## src/rtl/spi_pkg.sv

```systemverilog
// Shared types and constants for the SPI slave front-end.
// Optional feature macro: SPI_FRAME_CHECK_EN (enables frame_err checking in spi_slave_if).
package spi_pkg;

    localparam int SPI_DATA_WIDTH = 8;
    localparam int WORD_W         = SPI_DATA_WIDTH + 2;

    // Two-bit command field carried in the top of every command word.
    localparam logic [1:0] CMD_WR_ADDR = 2'b00;
    localparam logic [1:0] CMD_WR_DATA = 2'b01;
    localparam logic [1:0] CMD_RD_ADDR = 2'b10;
    localparam logic [1:0] CMD_RD_DATA = 2'b11;

    typedef enum logic [2:0] {
        IDLE,
        CHK_CMD,
        WRITE,
        READ_ADD,
        READ_DATA
    } spi_state_e;

    // A read-phase word is consistent when its command matches the phase it arrived in.
    function automatic logic frame_ok(input spi_state_e st, input logic [1:0] cmd);
        logic ok;
        ok = 1'b1;
        if (st == READ_ADD) begin
            ok = (cmd == CMD_RD_ADDR);
        end else if (st == READ_DATA) begin
            ok = (cmd == CMD_RD_DATA);
        end
        return ok;
    endfunction

endpackage

```

## src/rtl/spi_tx_serializer.sv

```systemverilog
// Parallel-load, MSB-first shift register driving MISO.
// MISO carries data[W-1] in the cycle after load, then one lower bit per cycle,
// and falls back to 0 once bit 0 has been presented.
module spi_tx_serializer
    import spi_pkg::*;
#(
    parameter int W = SPI_DATA_WIDTH
) (
    input  logic         clk,
    input  logic         srst,
    input  logic         clear,
    input  logic         load,
    input  logic [W-1:0] data,
    output logic         miso,
    output logic         busy,
    output logic         done
);

    localparam int CNT_W = (W > 1) ? $clog2(W) : 1;

    logic [W-1:0]     sh_reg;
    logic [CNT_W-1:0] cnt_reg;
    logic             active_reg;
    logic             miso_reg;
    logic             done_reg;

    // Load, shift out remaining bits, then return MISO to 0 with a done pulse.
    always_ff @(posedge clk) begin
        if (srst || clear) begin
            sh_reg     <= '0;
            cnt_reg    <= '0;
            active_reg <= 1'b0;
            miso_reg   <= 1'b0;
            done_reg   <= 1'b0;
        end else begin
            done_reg <= 1'b0;
            if (load) begin
                sh_reg     <= {data[W-2:0], 1'b0};
                miso_reg   <= data[W-1];
                cnt_reg    <= CNT_W'(W - 1);
                active_reg <= 1'b1;
            end else if (active_reg) begin
                if (cnt_reg != '0) begin
                    miso_reg <= sh_reg[W-1];
                    sh_reg   <= {sh_reg[W-2:0], 1'b0};
                    cnt_reg  <= cnt_reg - CNT_W'(1);
                end else begin
                    miso_reg   <= 1'b0;
                    active_reg <= 1'b0;
                    done_reg   <= 1'b1;
                end
            end
        end
    end

    assign miso = miso_reg;
    assign busy = active_reg;
    assign done = done_reg;

endmodule

```

## src/rtl/spi_slave_if.sv

```systemverilog
// SPI slave front-end for the single-port RAM: deserialises 10-bit command
// words from MOSI and serialises RAM read data back on MISO.
// Optional feature macro: SPI_FRAME_CHECK_EN adds frame_err and rejects read
// words whose command does not match the current read phase.
module spi_slave_if
    import spi_pkg::*;
#(
    parameter int DATA_WIDTH = SPI_DATA_WIDTH,
    parameter int TX_TIMEOUT = 16
) (
    input  logic                  clk,
    input  logic                  rst,
    input  logic                  SS_n,
    input  logic                  MOSI,
    output logic                  MISO,
    output logic [DATA_WIDTH+1:0] rx_data,
    output logic                  rx_valid,
    input  logic [DATA_WIDTH-1:0] tx_data,
    input  logic                  tx_valid
`ifdef SPI_FRAME_CHECK_EN
    ,
    output logic                  frame_err
`endif
);

    localparam int CW    = DATA_WIDTH + 2;
    localparam int CNT_W = $clog2(CW);
    localparam int TMO_W = (TX_TIMEOUT > 1) ? $clog2(TX_TIMEOUT) : 1;

    spi_state_e       state_reg, state_next;
    logic [CNT_W-1:0] bit_cnt_reg, bit_cnt_next;
    logic [CW-1:0]    shift_reg, shift_next;
    logic             word_done_reg, word_done_next;
    logic             wait_tx_reg, wait_tx_next;
    logic [TMO_W-1:0] tmo_cnt_reg, tmo_cnt_next;
    logic             rd_addr_seen_reg, rd_addr_seen_next;
    logic [CW-1:0]    rx_data_reg, rx_data_next;
    logic             rx_valid_reg, rx_valid_next;

    logic [CW-1:0]    word_in;
    logic             word_ok;
    logic             tx_accept;
    logic             tmo_hit;
    logic             ser_load;
    logic             ser_clear;
    logic             ser_miso;
    logic             ser_busy;
    logic             ser_done_unused;

    // The word as it stands once the current MOSI bit is shifted in.
    assign word_in = {shift_reg[CW-2:0], MOSI};

`ifdef SPI_FRAME_CHECK_EN
    logic frame_err_reg, frame_err_next;
    assign word_ok   = frame_ok(state_reg, word_in[CW-1 -: 2]);
    assign frame_err = frame_err_reg;
`else
    assign word_ok = 1'b1;
`endif

    // Never reload the serializer while a previous byte is still going out.
    assign tx_accept = wait_tx_reg && tx_valid && !ser_busy;
    assign tmo_hit   = (TX_TIMEOUT != 0) && (tmo_cnt_reg == TMO_W'(TX_TIMEOUT - 1));

    // State and datapath registers, all cleared by synchronous reset.
    always_ff @(posedge clk) begin
        if (rst) begin
            state_reg        <= IDLE;
            bit_cnt_reg      <= '0;
            shift_reg        <= '0;
            word_done_reg    <= 1'b0;
            wait_tx_reg      <= 1'b0;
            tmo_cnt_reg      <= '0;
            rd_addr_seen_reg <= 1'b0;
            rx_data_reg      <= '0;
            rx_valid_reg     <= 1'b0;
`ifdef SPI_FRAME_CHECK_EN
            frame_err_reg    <= 1'b0;
`endif
        end else begin
            state_reg        <= state_next;
            bit_cnt_reg      <= bit_cnt_next;
            shift_reg        <= shift_next;
            word_done_reg    <= word_done_next;
            wait_tx_reg      <= wait_tx_next;
            tmo_cnt_reg      <= tmo_cnt_next;
            rd_addr_seen_reg <= rd_addr_seen_next;
            rx_data_reg      <= rx_data_next;
            rx_valid_reg     <= rx_valid_next;
`ifdef SPI_FRAME_CHECK_EN
            frame_err_reg    <= frame_err_next;
`endif
        end
    end

    // Next-state logic: frame start, command decode, word capture, read-data wait.
    always_comb begin
        state_next        = state_reg;
        bit_cnt_next      = bit_cnt_reg;
        shift_next        = shift_reg;
        word_done_next    = word_done_reg;
        wait_tx_next      = wait_tx_reg;
        tmo_cnt_next      = tmo_cnt_reg;
        rd_addr_seen_next = rd_addr_seen_reg;
        rx_data_next      = rx_data_reg;
        rx_valid_next     = 1'b0;
        ser_load          = 1'b0;
        ser_clear         = 1'b0;
`ifdef SPI_FRAME_CHECK_EN
        frame_err_next    = 1'b0;
`endif
        unique case (state_reg)
            IDLE: begin
                bit_cnt_next   = '0;
                word_done_next = 1'b0;
                wait_tx_next   = 1'b0;
                tmo_cnt_next   = '0;
                if (!SS_n) begin
                    state_next = CHK_CMD;
                end
            end
            CHK_CMD: begin
                if (SS_n) begin
                    state_next = IDLE;
                end else begin
                    shift_next   = CW'(MOSI);
                    bit_cnt_next = '0;
                    if (!MOSI) begin
                        state_next = WRITE;
                    end else if (rd_addr_seen_reg) begin
                        state_next = READ_DATA;
                    end else begin
                        state_next = READ_ADD;
                    end
                end
            end
            default: begin
                // WRITE, READ_ADD and READ_DATA share the word capture path.
                if (SS_n) begin
                    // Deselect discards any partial word and silences MISO.
                    state_next   = IDLE;
                    ser_clear    = 1'b1;
                    wait_tx_next = 1'b0;
                end else if (!word_done_reg) begin
                    shift_next   = word_in;
                    bit_cnt_next = bit_cnt_reg + CNT_W'(1);
                    if (bit_cnt_reg == CNT_W'(CW - 2)) begin
                        word_done_next = 1'b1;
                        if (word_ok) begin
                            rx_data_next  = word_in;
                            rx_valid_next = 1'b1;
                            if (state_reg == READ_ADD) begin
                                rd_addr_seen_next = 1'b1;
                            end
                            if (state_reg == READ_DATA) begin
                                wait_tx_next = 1'b1;
                                tmo_cnt_next = '0;
                            end
                        end
`ifdef SPI_FRAME_CHECK_EN
                        else begin
                            frame_err_next = 1'b1;
                        end
`endif
                    end
                end else if (wait_tx_reg) begin
                    if (tx_accept) begin
                        ser_load          = 1'b1;
                        wait_tx_next      = 1'b0;
                        rd_addr_seen_next = 1'b0;
                    end else if (tmo_hit) begin
                        wait_tx_next      = 1'b0;
                        rd_addr_seen_next = 1'b0;
                    end else begin
                        tmo_cnt_next = tmo_cnt_reg + TMO_W'(1);
                    end
                end
            end
        endcase
    end

    // Completion pulse is not needed here; the FSM already knows when readout started.
    spi_tx_serializer #(
        .W (DATA_WIDTH)
    ) u_tx (
        .clk   (clk),
        .srst  (rst),
        .clear (ser_clear),
        .load  (ser_load),
        .data  (tx_data),
        .miso  (ser_miso),
        .busy  (ser_busy),
        .done  (ser_done_unused)
    );

    assign MISO     = ser_miso;
    assign rx_data  = rx_data_reg;
    assign rx_valid = rx_valid_reg;

endmodule
```

## config.mk

```make
export PLATFORM = sky130hd
export DESIGN_NAME = spi_slave_if
export DESIGN_NICKNAME = d
export VERILOG_FILES = /design/src/rtl/spi_pkg.sv /design/src/rtl/spi_tx_serializer.sv /design/src/rtl/spi_slave_if.sv
export SDC_FILE = /design/constraint.sdc
export NUM_CORES = 1
export LEC_CHECK = 0
export CAP_MARGIN = 20
export CORE_UTILIZATION = 55
export DETAILED_ROUTE_END_ITERATION = 16
export PLACE_DENSITY = 0.8
export SLEW_MARGIN = 20
export SYNTH_ARGS = -nofsm -noshare
export SYNTH_HDL_FRONTEND = slang
export SYNTH_HIERARCHICAL = 1
export SYNTH_SLANG_ARGS = --single-unit
export TNS_END_PERCENT = 20
```

## constraint.sdc

```tcl
create_clock -name clk -period 3.4 [get_ports clk]
set_clock_uncertainty 0.2 [all_clocks]
set_input_delay 1.02 -clock clk [delete_from_list [all_inputs] [get_ports clk]]
set_output_delay 1.02 -clock clk [all_outputs]
set_load 0.005 [all_outputs]
```

* Yosys cells after proc, flatten, opt, wreduce, memory -nomap -nowiden
Index checks and enable logic that the tools add are counted.
** Word-level totals
- Logic and storage cells :: 121
- Bits of input ports :: 13
- Flip-flop bits (word level) :: 46
- Output and inout bits :: 12
** Cells by class
- $add $sub $neg :: 3
- Reduce and logical (&&, ||, !) cells :: 26
- Bitwise operators :: 5
- Equality and inequality tests :: 15
- Multiplexer cells :: 59
** Operator list (number)
- 4-bit 2-to-1 mux :: 10
- 1-bit 2-to-1 mux :: 29
- 9-bit 2-to-1 mux :: 3
- 3-bit 2-to-1 mux :: 8
- 8-bit 2-to-1 mux :: 3
- 9-bit one-hot mux with 2 select lines :: 1
- 4-bit one-hot mux with 2 select lines :: 2
- 3-bit nonzero test :: 4
- 3-bit by 1-bit inequality test with 1-bit output (second input constant) :: 3
- 3-bit AND reduction :: 3
- 4-bit by 1-bit adder with 4-bit output (second input constant) :: 2
- 4-bit == test (second input constant) :: 2
- 2-bit nonzero test :: 4
- 4-bit nonzero test :: 2
- 7-bit AND reduction :: 1
- 2-bit by 1-bit inequality test with 1-bit output (second input constant) :: 3
- 3-bit by 2-bit inequality test with 1-bit output (second input constant) :: 2
- 3-bit one-hot mux with 2 select lines :: 1
- 2-bit AND reduction :: 3
- 6-bit AND reduction :: 1
- 1-bit inverter :: 5
- 5-bit OR reduction :: 1
- 2-bit inequality test (second input constant) :: 2
- 1-bit one-hot mux with 2 select lines :: 2
- 10 further kinds :: 11

* Logic depth before layout (Yosys ltp)
- Depth after elaboration :: 9
- Gate-level depth with buffers :: 8
- Depth with buffers taken out :: 7

* Cells and area by module
Netlist, hierarchy kept.
** Modules (own cells, without submodules)
- spi_slave_if :: area each 1526.5 um^2, times used 1, cells an instance 193
- spi_tx_serializer :: area each 640.6 um^2, times used 1, cells an instance 70

* Worst setup path before layout
No wires, ideal clock.
- Kind :: input to register
- Start :: input SS_n
- End :: register u_tx.sh_reg[2]
- Path buffers :: 2
- Arrival :: 2539 ps
- Slack :: 581 ps
- Cell stages on the path :: 7
- Required time :: 3121 ps
- Cells stage by stage :: clkbuf_1 -> or2_2 -> nor3_1 -> buf_4 -> nor2_1 -> a21boi_1 -> a211oi_2
** Between the ends
- Cells in the longest elaborated chain, start to end :: 4
** Ends and longest elaborated chain
- start, declared :: line spi_slave_if.sv:13 : input logic SS_n,
- 1-bit 2-to-1 mux * :: line spi_slave_if.sv:139 : if (SS_n) begin
- 1-bit 2-to-1 mux * :: line spi_slave_if.sv:112 : unique case (state_reg)
- via ser_load :: line spi_slave_if.sv:44 : logic ser_load;
- 2-bit nonzero test (no line)
- 2-bit AND reduction (no line)
- end signal, assigned :: line spi_tx_serializer.sv:38 : sh_reg <= {data[W-2:0], 1'b0};
- end signal, assigned :: line spi_tx_serializer.sv:45 : sh_reg <= {sh_reg[W-2:0], 1'b0};
- end, declared :: line spi_tx_serializer.sv:21 : logic [W-1:0] sh_reg;
The timed path passes the listed nets; every way through them passes the cells marked *.
A chain may end at the register's enable or synchronous reset.

* Worst setup path in the final report
- Start :: input tx_valid
- End :: register u_tx.sh_reg[2]
** Between the ends
- Cells in the longest elaborated chain, start to end :: 9
** Ends and longest elaborated chain
- start, declared :: line spi_slave_if.sv:19 : input logic tx_valid
- 1-bit logical AND * (2 in a row) :: line spi_slave_if.sv:62 : assign tx_accept = wait_tx_reg && tx_valid && !ser_busy;
- 1-bit 2-to-1 mux * :: line spi_slave_if.sv:167 : if (tx_accept) begin
- 1-bit 2-to-1 mux * :: line spi_slave_if.sv:166 : end else if (wait_tx_reg) begin
- 1-bit 2-to-1 mux * :: line spi_slave_if.sv:144 : end else if (!word_done_reg) begin
- 1-bit 2-to-1 mux * :: line spi_slave_if.sv:139
- 1-bit 2-to-1 mux * :: line spi_slave_if.sv:112
- via ser_load :: line spi_slave_if.sv:44
- 2-bit nonzero test (no line)
- 2-bit AND reduction (no line)
Marked as above.

==> results.tsv <==
stage	metric	value	unit
run_status	status	finished clean	
grt	use_met1	31.1	%
timing	min_period_over_period	80.9	%
clock_tree	clock_sinks	46	
logic_synthesis	synth_nets	278	
routing	drt-pass1-iter-count	4	
floorplanning	fp.coreArea	3690	sq um
finish	regArea	921	sq um
timing	period_needed	2.75	ns
logic_synthesis	synth.avg_cell_area	8.22	sq um
finish	final_cell_area	2480	sq um
timing	worst_pin_slew	0.523	ns
floorplanning	rows	22	
floorplanning	io_pins	25	
grt	grt_max_degree	16	
placed_design	io_buffers	24	
grt	grt_pass1_wl	7440	microns
worst_setup_path	path_cells	clkdlybuf4s50_1 > nand2b_1 > or2_2 > nor3_1 > buf_4 > inv_2 > o21ai_0 > a211oi_2	
logic_synthesis	syn_area	2140	sq um
floorplanning	die_area	4140	sq um
finish	area_delta_synth_final	16.1	%
clock_tree	numCtsBuffers	5	
routing	drtIter0Drc	178	
routing	drc	0	
finish	num_antenna_cells	0	
worst_setup_path	worstSetupPathType	primary input to register	
routing	drt-total-wl	4460	microns
timing	setup_viol	0	
power_and_ir_drop	ir_worst_vdd	308	uV
clock_tree	cts.hold.buffers_added	0	
routing	dr_total_vias	1908	
hold_path	holdPathStages	2	
timing	drv_slew	0	
worst_setup_path	worstPathRequired	3.38	ns
finish	layout_common_cells	dfxtp_1, nand2_1, a21oi_1	
clock_tree	cts_resized	0	
flow_run	maxCapViolCount	0	
power_and_ir_drop	p_leak	0.000849	uW
grt	gr-usage-met2	35.9	%
grt	grt_pass1_vias	1682	
grt	grtUsageMet3	5.54	%
grt	grt-busiest-layer	met2	
routing	vias_per_cell	5.78	
timing	fin_tns_setup	0	ns
finish	final_common_cell	dfxtp_1	
logic_synthesis	syn_inst	260	
finish	multi_input_area	1080	sq um
finish	largest_register_ff_count	10	
worst_setup_path	critPathLaunchType	primary input	
clock_tree	clock_path_buffers	2	
timing	slew_headroom	65.0	%
floorplanning	initial_utilization	57.9	%
finish	final_net_count	299	
grt	grt_overflow	0	
worst_setup_path	cp_max_fo	14	
clock_tree	clkSlewWorstSetupHoldPaths	0.08	ns
hold_path	hold_class	register to register	
finish	drive_above_1_share	10.3	%
worst_setup_path	r2r_cells	7	
timing	clock.fmax	363	MHz
worst_setup_path	cpMaxStageDelayCell	clkdlybuf4s50_1	
clock_tree	cts_tree	yes	
finish	fillers	315	
clock_tree	clock_latency	0.29	ns
clock_tree	post_cts_buffers	0	
clock_tree	cts_max_level	2	
timing	hold_viol	0	
placed_design	placed_cell_area	2390	sq um
routing	wl_per_cell	13.5	microns
placed_design	gp_congestion	0.892	
floorplanning	die_h	64.3	microns
floorplanning	die_w	64.3	microns
routing	route.antenna.remaining_nets	0	
timing	rsz0062_at_grt	false	
worst_setup_path	max_stage_delay	0.48	ns
placed_design	hpwlAfterDp	3110	microns
logic_synthesis	yosys_warnings	6	
grt	antenna_found_initial	0	
clock_tree	root_buffer	clkbuf_8	
power_and_ir_drop	powerDensity	372	nW/um^2
grt	grtUsageTotal	23.2	%
worst_setup_path	endpoint_kind	register	
worst_setup_path	arrival	2.73	ns
-- final cells by class --
type / count / area share (%)
multi-input combinational: 187 / 43.7
sequential: 46 / 37.1
timing repair buffer: 31 / 11.8
clock buffer: 6 / 2.92
tap: 48 / 2.42
inverter: 10 / 1.51
clock inverter: 2 / 0.555
-- worst max-delay path, delay by kind of cell --
| kind | cells | cell delay (ns) |
|---|---|---|
| buffers and inverters | 3 | 0.82 |
| and+or+nand+nor | 3 | 0.53 |
| AOI/OAI and AO/OA | 2 | 0.34 |
-- report_power, final --
part           switching, uW  internal, uW  leakage (uW)
clock                    177           145     0.0000452
combinational           34.1          24.4      0.000433
sequential              3.20           540      0.000371
total                    215           709      0.000849
-- through the flow --
step / setup WS (ns) / power, uW / hold WS [ns] / instances / utilization [%]
final: 0.648 / 924 / 0.255 / 330 / 67.3
after detailed placement: 0.395 / 614 / 0.243 / 322 / 64.9
after global placement: 0.438 / 613 / 0.245 / 322 / 64.9
after global routing: 0.525 / 963 / 0.289 / 330 / 67.3
after floorplan: 0.589 / 588 / 0.232 / 260 / -
after CTS: 0.660 / 932 / 0.255 / 330 / 67.3
-- worst paths after layout --
kind                      from             end  slack (ns)
setup / recovery      tx_valid  u_tx/sh_reg[2]        0.65
hold reg to reg   shift_reg[8]    shift_reg[8]        0.26
hold / removal    shift_reg[8]    shift_reg[8]        0.26
setup reg to reg  state_reg[2]  u_tx/sh_reg[2]        1.11
-- routing by layer --
layer | wire (microns) | up-vias
met5 | 0 | -
met1 | 2110 | 899
met2 | 2050 | 52
met3 | 229 | 4
met4 | 63 | 0
li1 | - | 953
(Power assumes the default switching activity.)
